### src/rtl/aes_sched_pkg.sv
// Shared constants and state encoding for the AES coprocessor scheduler.
package aes_sched_pkg;
    localparam int unsigned BLOCK_W = 128;
    localparam int unsigned NUM_REQ = 2;
    localparam logic        REQ_ID0 = 1'b0;
    localparam logic        REQ_ID1 = 1'b1;

    typedef enum logic [1:0] {
        StIdle,
        StIssue,
        StWait,
        StResp
    } state_t;
endpackage

### src/rtl/rr_arb2.sv
// Two-way round-robin arbiter: one-hot grant, priority flips to the other side on accept.
module rr_arb2 (
    input  logic       clk,
    input  logic       reset,
    input  logic [1:0] req,
    input  logic       accept,
    output logic [1:0] grant
);
    // ptr_q names the requester holding priority on contention.
    logic ptr_q;

    always_comb begin
        grant = 2'b00;
        if (req == 2'b11) begin
            grant = ptr_q ? 2'b10 : 2'b01;
        end else begin
            grant = req;
        end
    end

    always_ff @(posedge clk) begin
        if (reset) begin
            ptr_q <= 1'b0;
        end else if (accept) begin
            ptr_q <= grant[0];
        end
    end
endmodule

### src/rtl/aes_cop_sched.sv
// Schedules two requesters onto separate AES enc/dec cores with a shared key register.
// Optional WAIT timeout is built when AES_SCHED_TIMEOUT_EN is defined.
module aes_cop_sched
    import aes_sched_pkg::*;
#(
    parameter int unsigned TIMEOUT_CYCLES = 64,
    parameter int unsigned CNT_BITS       = 8
) (
    input  logic                 clk,
    input  logic                 reset,
    input  logic                 key_wr,
    input  logic [BLOCK_W-1:0]   key_in,
    input  logic [1:0]           req_valid,
    output logic [1:0]           req_ready,
    input  logic [1:0]           req_decrypt,
    input  logic [2*BLOCK_W-1:0] req_data,
    output logic                 aes_start_enc,
    output logic                 aes_start_dec,
    output logic [BLOCK_W-1:0]   aes_key,
    output logic [BLOCK_W-1:0]   aes_data,
    input  logic                 enc_valid,
    input  logic                 dec_valid,
    input  logic [BLOCK_W-1:0]   enc_res,
    input  logic [BLOCK_W-1:0]   dec_res,
    output logic                 rsp_valid,
    input  logic                 rsp_ready,
    output logic                 rsp_id,
    output logic [BLOCK_W-1:0]   rsp_data,
    output logic                 rsp_timeout,
    output logic                 busy
);
    if ((64'(1) << CNT_BITS) <= 64'(TIMEOUT_CYCLES)) begin : g_bad_cnt_bits
        $error("CNT_BITS too narrow for TIMEOUT_CYCLES");
    end

    state_t             state_q, state_d;
    logic [BLOCK_W-1:0] key_q, op_key_q, data_q, rsp_data_q;
    logic               dec_q, id_q;
    logic [1:0]         grant;
    logic               accept, sel_valid, tmo_hit;

    rr_arb2 u_arb (
        .clk    (clk),
        .reset  (reset),
        .req    (req_valid),
        .accept (accept),
        .grant  (grant)
    );

    always_comb begin
        req_ready = 2'b00;
        if (state_q == StIdle && !reset) begin
            req_ready = grant;
        end
    end

    assign accept    = |(req_valid & req_ready);
    assign sel_valid = dec_q ? dec_valid : enc_valid;

`ifdef AES_SCHED_TIMEOUT_EN
    logic [CNT_BITS-1:0] cnt_q;
    logic                timeout_q;

    assign tmo_hit = (state_q == StWait) && (cnt_q == CNT_BITS'(TIMEOUT_CYCLES - 1));

    always_ff @(posedge clk) begin
        if (reset) begin
            cnt_q     <= '0;
            timeout_q <= 1'b0;
        end else begin
            cnt_q <= (state_q == StWait) ? cnt_q + 1'b1 : '0;
            // A result in the timeout cycle takes precedence.
            if (state_q == StWait) begin
                if (sel_valid) begin
                    timeout_q <= 1'b0;
                end else if (tmo_hit) begin
                    timeout_q <= 1'b1;
                end
            end
        end
    end

    assign rsp_timeout = timeout_q;
`else
    assign tmo_hit     = 1'b0;
    assign rsp_timeout = 1'b0;
`endif

    always_comb begin
        state_d = state_q;
        unique case (state_q)
            StIdle:  if (accept) state_d = StIssue;
            StIssue: state_d = StWait;
            StWait:  if (sel_valid || tmo_hit) state_d = StResp;
            StResp:  if (rsp_ready) state_d = StIdle;
            default: state_d = StIdle;
        endcase
    end

    always_ff @(posedge clk) begin
        if (reset) begin
            state_q    <= StIdle;
            key_q      <= '0;
            op_key_q   <= '0;
            data_q     <= '0;
            dec_q      <= 1'b0;
            id_q       <= REQ_ID0;
            rsp_data_q <= '0;
        end else begin
            state_q <= state_d;
            if (state_q == StIdle && key_wr) begin
                key_q <= key_in;
            end
            // Snapshot the pre-update key so a coincident key_wr does not affect this request.
            if (accept) begin
                op_key_q <= key_q;
                data_q   <= req_ready[1] ? req_data[2*BLOCK_W-1:BLOCK_W] : req_data[BLOCK_W-1:0];
                dec_q    <= req_ready[1] ? req_decrypt[1] : req_decrypt[0];
                id_q     <= req_ready[1] ? REQ_ID1 : REQ_ID0;
            end
            if (state_q == StWait) begin
                if (sel_valid) begin
                    rsp_data_q <= dec_q ? dec_res : enc_res;
                end else if (tmo_hit) begin
                    rsp_data_q <= '0;
                end
            end
        end
    end

    assign aes_start_enc = (state_q == StIssue) && !dec_q && !reset;
    assign aes_start_dec = (state_q == StIssue) && dec_q && !reset;
    assign aes_key       = op_key_q;
    assign aes_data      = data_q;
    assign rsp_valid     = (state_q == StResp);
    assign rsp_id        = id_q;
    assign rsp_data      = rsp_data_q;
    assign busy          = (state_q != StIdle);
endmodule

### config.mk
export PLATFORM = sky130hd
export DESIGN_NAME = aes_cop_sched
export DESIGN_NICKNAME = d
export VERILOG_FILES = /design/src/rtl/aes_sched_pkg.sv /design/src/rtl/rr_arb2.sv /design/src/rtl/aes_cop_sched.sv
export SDC_FILE = /design/constraint.sdc
export NUM_CORES = 1
export LEC_CHECK = 0
export ABC_AREA = 1
export BUFFER_PORTS_ARGS = -buffer_cell sky130_fd_sc_hd__buf_2
export CAP_MARGIN = 25
export CORE_AREA = 4 4 399 401
export CTS_BUF_LIST = sky130_fd_sc_hd__clkbuf_16
export CTS_CLUSTER_DIAMETER = 100
export DETAILED_ROUTE_END_ITERATION = 10
export DIE_AREA = 0 0 403 405
export MAX_ROUTING_LAYER = met4
export PLACE_DENSITY = 0.3
export SLEW_MARGIN = 15
export SYNTH_ARGS = -nofsm -noshare
export SYNTH_HDL_FRONTEND = slang
export SYNTH_HIERARCHICAL = 1
export SYNTH_SLANG_ARGS = --single-unit
### constraint.sdc
create_clock -name clk -period 4.48 [get_ports clk]
set_input_delay 0 -clock clk [delete_from_list [all_inputs] [get_ports clk]]
set_output_delay 0 -clock clk [all_outputs]
set_load 0.005 [all_outputs]
==> out/summary.txt, run 1 <==
YS warnings = 6
CTS max path bufs = 3
Setup crit end kind = register
# setup viols final = 0
CTS tree = done
Standard-cell rows = 145
Yosys top cell by area = dfxtp_1
Hold Fails Final Rpt = 0
Final WL = 128100 um
R2R depth = 10
Vias per cell = 3.790
Die height = 405 um
Final GP Congestion = 0.8932
Horiz. Die Dim = 403 um
Final Util = 0.2386
Post-route ant nets = 0
Period utilisation layout = 0.7173
Drt wl/cell = 18.75 um
Worst-path clk slew = 0.06 ns
CTS buffer count = 71
Worst-margin pin slew = 0.8990 ns
Remaining Overflow, GRT = 0
Nets = 5344
Hold depth = 4
WP data arrival = 3.80 ns
Hold EP = rsp_data[45]
Hold path startpoint = reset
Core area = 0.1557 mm2
Min cycle time layout = 3.213 ns
Worst-path fanout max = 80
Post-Synthesis Cells = 3111
Port bufs = 1040
Final instance area = 0.03715 mm2
Clock skew = 0.02876 ns
Number of gates resized after cts = 0
Setup TNS = 0 ns
Post-synth cell types = 24
Synth-to-layout area growth = 75.59%
Synthesis-stage register bit count = 517
Sink Count = 517
Vias in the first global route = 26528
Mapped Area = 0.02116 mm2
First-pass detailed-route iteration total = 5
Unrepaired setup endpoints after global routing = false
FF-to-FF setup slack = 1.27 ns
Avg Inst Size Synth = 6.800 um2
Initial Util = 0.1359
Global-route wire length before repair = 183300 um
# H-tree levels = 3
Slew HR = 0.4007
Pwr/cell area = 449.3 mW/mm2
Setup CP Type = reg2reg
Vias = 25892
Final HPWL DP = 92450 um
Synth top area share = 0.4892
Die area = 0.1632 mm2
Worst skew pair latency = 0.64 ns
Max IR drop VDD = 0.2270 mV
Reg2reg end = u_arb/ptr_q
Startpoint Class = register
Max_cap viols = 0
Critical R2R Launch = state_q[0]
Hold Path Class = in2reg
Crit path required time = 5.07 ns
Achievable frequency = 311.2 MHz
# DRC = 0
DRT iter0 DRCs = 1227
Top post-synthesis cells by area = dfxtp_1, nor2_1, nand2_1, o21ai_0, buf_2
Clk root buf = clkbuf_16
Status = completed
Io pins = 1042
Layout cell share with drive strength beyond 1 = 0.2464
Post-Place Cells = 6005
Syn_nets = 3765
Cell Count, Final, Fillers Out = 6831
Slew Viols, Final = 0
Sequential area share after synthesis = 0.4892
Initial antenna violation count = 62
GRT Total Usage = 0.1552
Commonest non-fill, non-tap cell in the layout = buf_2
Largest net degree at the start of global routing = 204
Leak pwr = 18.19 nW
Placed inst area = 0.02814 mm2
Most frequent cells in the layout = buf_2, nor2_1, nand2_1
-- cells by family (layout without fill, tap and decap cells) --
logic type	Yosys count	in the layout	synth area share
compound gates	517	517	0.1225
fa+ha+maj	4	4	0.002366
buf+inv	245	1875	0.05973
flops	517	517	0.4892
other cells	1	33	0.0001773
simple gates	1827	1827	0.3259
-- layout make-up --
type                       count  area, um2
tap                         2058       2575
clock buffer                  72       1802
clock inverter                52      417.9
timing repair buffer        1734      12250
multi-input combinational   2349       9575
antenna                       32      80.08
inverter                      17      88.84
fill                       17786     118500
sequential                   517      10350
-- cells in the mapped netlist --
| library cell | number |
|---|---|
| a21boi_0 | 1 |
| a21oi_1 | 2 |
| and3_1 | 1 |
| buf_2 | 77 |
| buf_4 | 34 |
| buf_6 | 14 |
| clkbuf_1 | 97 |
| clkbuf_2 | 3 |
| clkbuf_4 | 3 |
| conb_1 | 1 |
| dfxtp_1 | 517 |
| ha_1 | 4 |
| inv_1 | 13 |
| inv_2 | 4 |
| nand2_1 | 786 |
| nand2_2 | 2 |
| nand3_1 | 3 |
| nand3_2 | 1 |
| nand4_2 | 2 |
| nor2_1 | 1030 |
| nor3_1 | 2 |
| o211ai_1 | 1 |
| o21ai_0 | 507 |
| o21ai_1 | 6 |
-- sequential cells by signal, indices dropped and copies added, names as in the netlist --
register,cells
dec_q,1
aes_data,128
state_q,2
aes_key,128
u_arb/ptr_q,1
rsp_data,128
key_q,128
rsp_id,1
-- through the flow --
stage	total power [W]	setup WS, ns	hold slack, ns
3_3_place_gp	0.01054	1.603	0.2361
6_report	0.01669	1.267	0.04170
5_1_grt	0.01785	1.015	0.09357
2_1_floorplan	0.008316	2.920	0.03420
3_5_place_dp	0.01053	1.623	0.2456
4_1_cts	0.01712	1.067	0.004402
-- worst max-delay path, cell delays in order, from the launching register on --
cell and delay (ns):
dfxtp_1 0.33, inv_1 0.10, ha_1 0.43, nand4_2 0.26
nand2_8 0.36, buf_12 0.31, nor2_1 0.22, nor2_1 0.38
nand2_1 0.09, dlygate4sd3_1 0.56, inv_1 0.05
-- metal layers --
metal	up-vias	share of wire	track usage
met1	12030	0.42	0.1802
met3	189	0.065	0.04166
met5	-	0	-
met4	0	0.028	0.04625
li1	12946	-	-
met2	727	0.49	0.2624
-- worst max-delay path by stage --
stage	from	to	slack (ns)
2_1_floorplan	state_q[0]	rsp_id	2.92
3_5_place_dp	state_q[0]	u_arb/ptr_q	1.62
3_3_place_gp	state_q[0]	u_arb/ptr_q	1.60
6_report	state_q[0]	u_arb/ptr_q	1.27
5_1_grt	state_q[0]	u_arb/ptr_q	1.02
4_1_cts	state_q[0]	u_arb/ptr_q	1.07
-- report_power, final --
part	internal (W)	switching, W
clock	0.00317	0.00238
combinational	0.00216	0.00280
sequential	0.00565	0.000542
-- timing repair --
action,CTS,global route
buffers inserted,0,0
setup endpoints to repair,0,0
hold buffers,670,0
endpoints found under the hold margin,388,0
No activity file was read; power rests on OpenSTA's default activity.
==> run 2: changes to the inputs <==
- ABC_AREA: 1 -> 0
- CORE_AREA: 4 4 399 401 -> 4 4 403 405
- DIE_AREA: 0 0 403 405 -> 0 0 407 409
- clock period: 4.48 -> 3.1 ns (I/O delays scaled with it)
==> run 2 against run 1 <==
Effect of this change: die area grew 2.0%; synthesized area shrank 3.7%; sequential power grew 28%; non-clock buffer count grew 76; design area grew 0.55%; first-iteration DRC count shrank 22%; clock skew shrank 0.0067 ns; critical endpoint is now aes_data[106]; largest cell class unchanged; highest routed layer unchanged.
==> out/summary.txt, run 2 <==
Status = completed
Port bufs = 1040 (unchanged)
Worst-path fanout max = 55 (-31%)
Count leader, synth = nand2_1
Startpoint Class = register
Avg Inst Size Synth = 8.344 um2 (+23%)
Clock skew = 0.02202 ns (-0.006739 ns)
Worst Path Buf+Inv = 4 (unchanged)
Worst path max stage delay = 0.59 ns (+0.03 ns)
Slew HR = 0.3288 (-0.07189)
Period utilisation layout = 0.9250 (+0.2077)
Slew Viols, Final = 0 (unchanged)
First-pass detailed-route iteration total = 5 (unchanged)
Final instance area = 0.03735 mm2 (+0.55%)
Drt wl/cell = 19.20 um (+2.4%)
Crit path required time = 3.67 ns (-1.40 ns)
Final HPWL DP = 90060 um (-2.6%)
Post-synth cell types = 36 (+50%)
Achievable frequency = 348.7 MHz (+12%)
Vias per cell = 3.752 (-1.0%)
# setup viols final = 0 (unchanged)
Synthesis-stage register bit count = 517 (unchanged)
R2R depth = 9 (-1)
Post-Place Cells = 5391 (-10%)
Cell Count, Final, Fillers Out = 6258 (-8.4%)
Sink Count = 517 (unchanged)
Largest net degree at the start of global routing = 146 (-28%)
Layout cell share with drive strength beyond 1 = 0.2962 (+0.04982)
Unrepaired setup endpoints after global routing = false
Max IR drop VDD = 0.3208 mV (+41%)
Worst-path clk slew = 0.05 ns (about the same)
Critical path depth = 9 (-1)
Nets = 4764 (-11%)
CTS max path bufs = 3 (unchanged)
Commonest non-fill, non-tap cell in the layout = buf_2
CTS tree = done
# H-tree levels = 3 (unchanged)
Io pins = 1042 (unchanged)
Clk root buf = clkbuf_16
Die area = 0.1665 mm2 (+2.0%)
Initial Util = 0.1287 (-0.007254)
YS warnings = 6 (unchanged)
Critical R2R Launch = u_arb/ptr_q
CTS buffer count = 72 (+1.4%)
CP Cell Sequence = inv_1 -> a21boi_1 -> nand2_1 -> a21o_4 -> inv_16 -> buf_12 -> nor2_1 -> a311oi_1 -> dlygate4sd3_1
Synth-to-layout area growth = 83.30%
Synth top area share = 0.5080 (+0.01872)
Worst skew pair latency = 0.65 ns (about the same)
Number of synthesized flops with an enable pin = 0 (unchanged)
GRT Total Usage = 0.1430 (-0.01220)
Critical path's slowest cell = dlygate4sd3_1
Min cycle time layout = 2.868 ns (-0.3458 ns)
Setup TNS = 0 ns (unchanged)
Setup crit end kind = register
Standard-cell rows = 146 (+0.69%)
Max_cap viols = 0 (unchanged)
Setup crit end = aes_data[106]
Initial antenna violation count = 40 (-35%)
Final Util = 0.2358 (-0.002815)
Syn_nets = 3096 (-18%)
Most used DFF post-synth = dfxtp_1
Hold Fails Final Rpt = 0 (unchanged)
Setup repair bufs after CTS = 0 (unchanged)
Hold path startpoint = key_in[63]
Setup CP Type = reg2reg
# DRC = 0 (unchanged)
Vias in the first global route = 25075 (-5.5%)
DRT iter0 DRCs = 953 (-22%)
Hold Slack = 0.1435 ns (+0.1018 ns)
Core area = 0.1584 mm2 (+1.7%)
Remaining Overflow, GRT = 0 (unchanged)
Most common library cells after synthesis = nand2_1, dfxtp_1, nor2_1
Post-route ant nets = 0 (unchanged)
Synth async-reset ratio = 0 (unchanged)
FF-to-FF setup slack = 0.23 ns (-1.03 ns)
Pwr/cell area = 593.3 mW/mm2 (+32%)
Worst-margin pin slew = 1.007 ns (+0.1078 ns)
Leak pwr = 15.95 nW (-12%)
Die height = 409 um (+0.99%)
Mapped Area = 0.02038 mm2 (-3.7%)
Hold Path Class = in2reg
CP startpoint = u_arb/ptr_q
Yosys top cell by area = dfxtp_1
Horiz. Die Dim = 407 um (+0.99%)
Post-Synthesis Cells = 2442 (-22%)
Top post-synthesis cells by area = dfxtp_1, nand2_1, mux2i_1, a21oi_1, nor2_1
Most frequent cells in the layout = buf_2, nand2_1, dlygate4sd3_1
CP delay by family, top = buffers and inverters
Placed inst area = 0.02784 mm2 (-1.1%)
WP data arrival = 3.44 ns (-0.36 ns)
Vias = 23479 (-9.3%)
Reg2reg end = aes_data[106]
Global-route wire length before repair = 171500 um (-6.5%)
Sequential area share after synthesis = 0.5080 (+0.01872)
Final WL = 120100 um (-6.2%)
Final GP Congestion = 0.8743 (-2.1%)
run 2: metal layers:
metal	routed length (um)	share of wire	up-vias	global-route usage
met5	0	0	-	-
met4	3600	0.030	0	0.04608
met3	8927	0.074	192	0.04553
met2	59040	0.49	714	0.2433
met1	48570	0.40	10911	0.1582
li1	-	-	11662	-
run 2: worst reg2reg max path: cells and delay by family, from the launching register on:
family	cells	cell delay (ns)
and+or+nand+nor	2	0.21
DFF	1	0.35
AOI/OAI and AO/OA	3	0.91
buffers and inverters	4	1.31
run 2: worst min-delay path by stage:
stage          slack (ns)        end  cells past startpoint
5_1_grt              0.09   key_q[2]                      4
4_1_cts              0.05  key_q[63]                      4
3_5_place_dp         0.25  key_q[39]                      3
3_3_place_gp         0.24  key_q[89]                      3
2_1_floorplan        0.14   key_q[0]                      2
6_report             0.14  key_q[63]                      4
run 2: layout make-up:
class	count	area [um2]
flip-flops and latches	517	10350
fillers	17713	121000
clock inverters	54	425.4
well taps	2072	2592
clock buffers	73	1827
inverters	8	53.80
repair buffers	1810	13050
multi-input cells	1701	8987
diodes	23	57.56
run 2: where the power goes:
group          total, W  switching (W)  internal [W]  leakage, nW
Clock           0.00801        0.00345       0.00456         1.15
Combinational   0.00621        0.00329       0.00292         10.6
Sequential      0.00793       0.000449       0.00749         4.21
Total            0.0222        0.00719        0.0150         15.9
run 2: cells by family after synthesis:
kind of cell,count (synthesis),share of synthesized area
adder cells (fa/ha/maj),4,0.002456
flip-flops,517,0.5080
AO/OA/AOI/OAI,520,0.1774
buffers and inverters,224,0.05244
multiplexers,130,0.06386
AND/OR/NAND/NOR,1046,0.1957
other,1,0.0001840
run 2: timing repair:
item                                   in CTS  in global routing
hold buffers                              717                  0
resized for setup                           0                  5
endpoints found under the hold margin     413                  0
setup endpoints to repair                   0                131
run 2: metrics by stage:
| step | setup slack [ns] | total power [W] |
|---|---|---|
| after floorplan | 1.256 | 0.01064 |
| after global placement | 0.5902 | 0.01315 |
| after detailed placement | 0.5364 | 0.01316 |
| after CTS | 0.01687 | 0.02270 |
| after global routing | 0.05188 | 0.02356 |
| final | 0.2324 | 0.02216 |
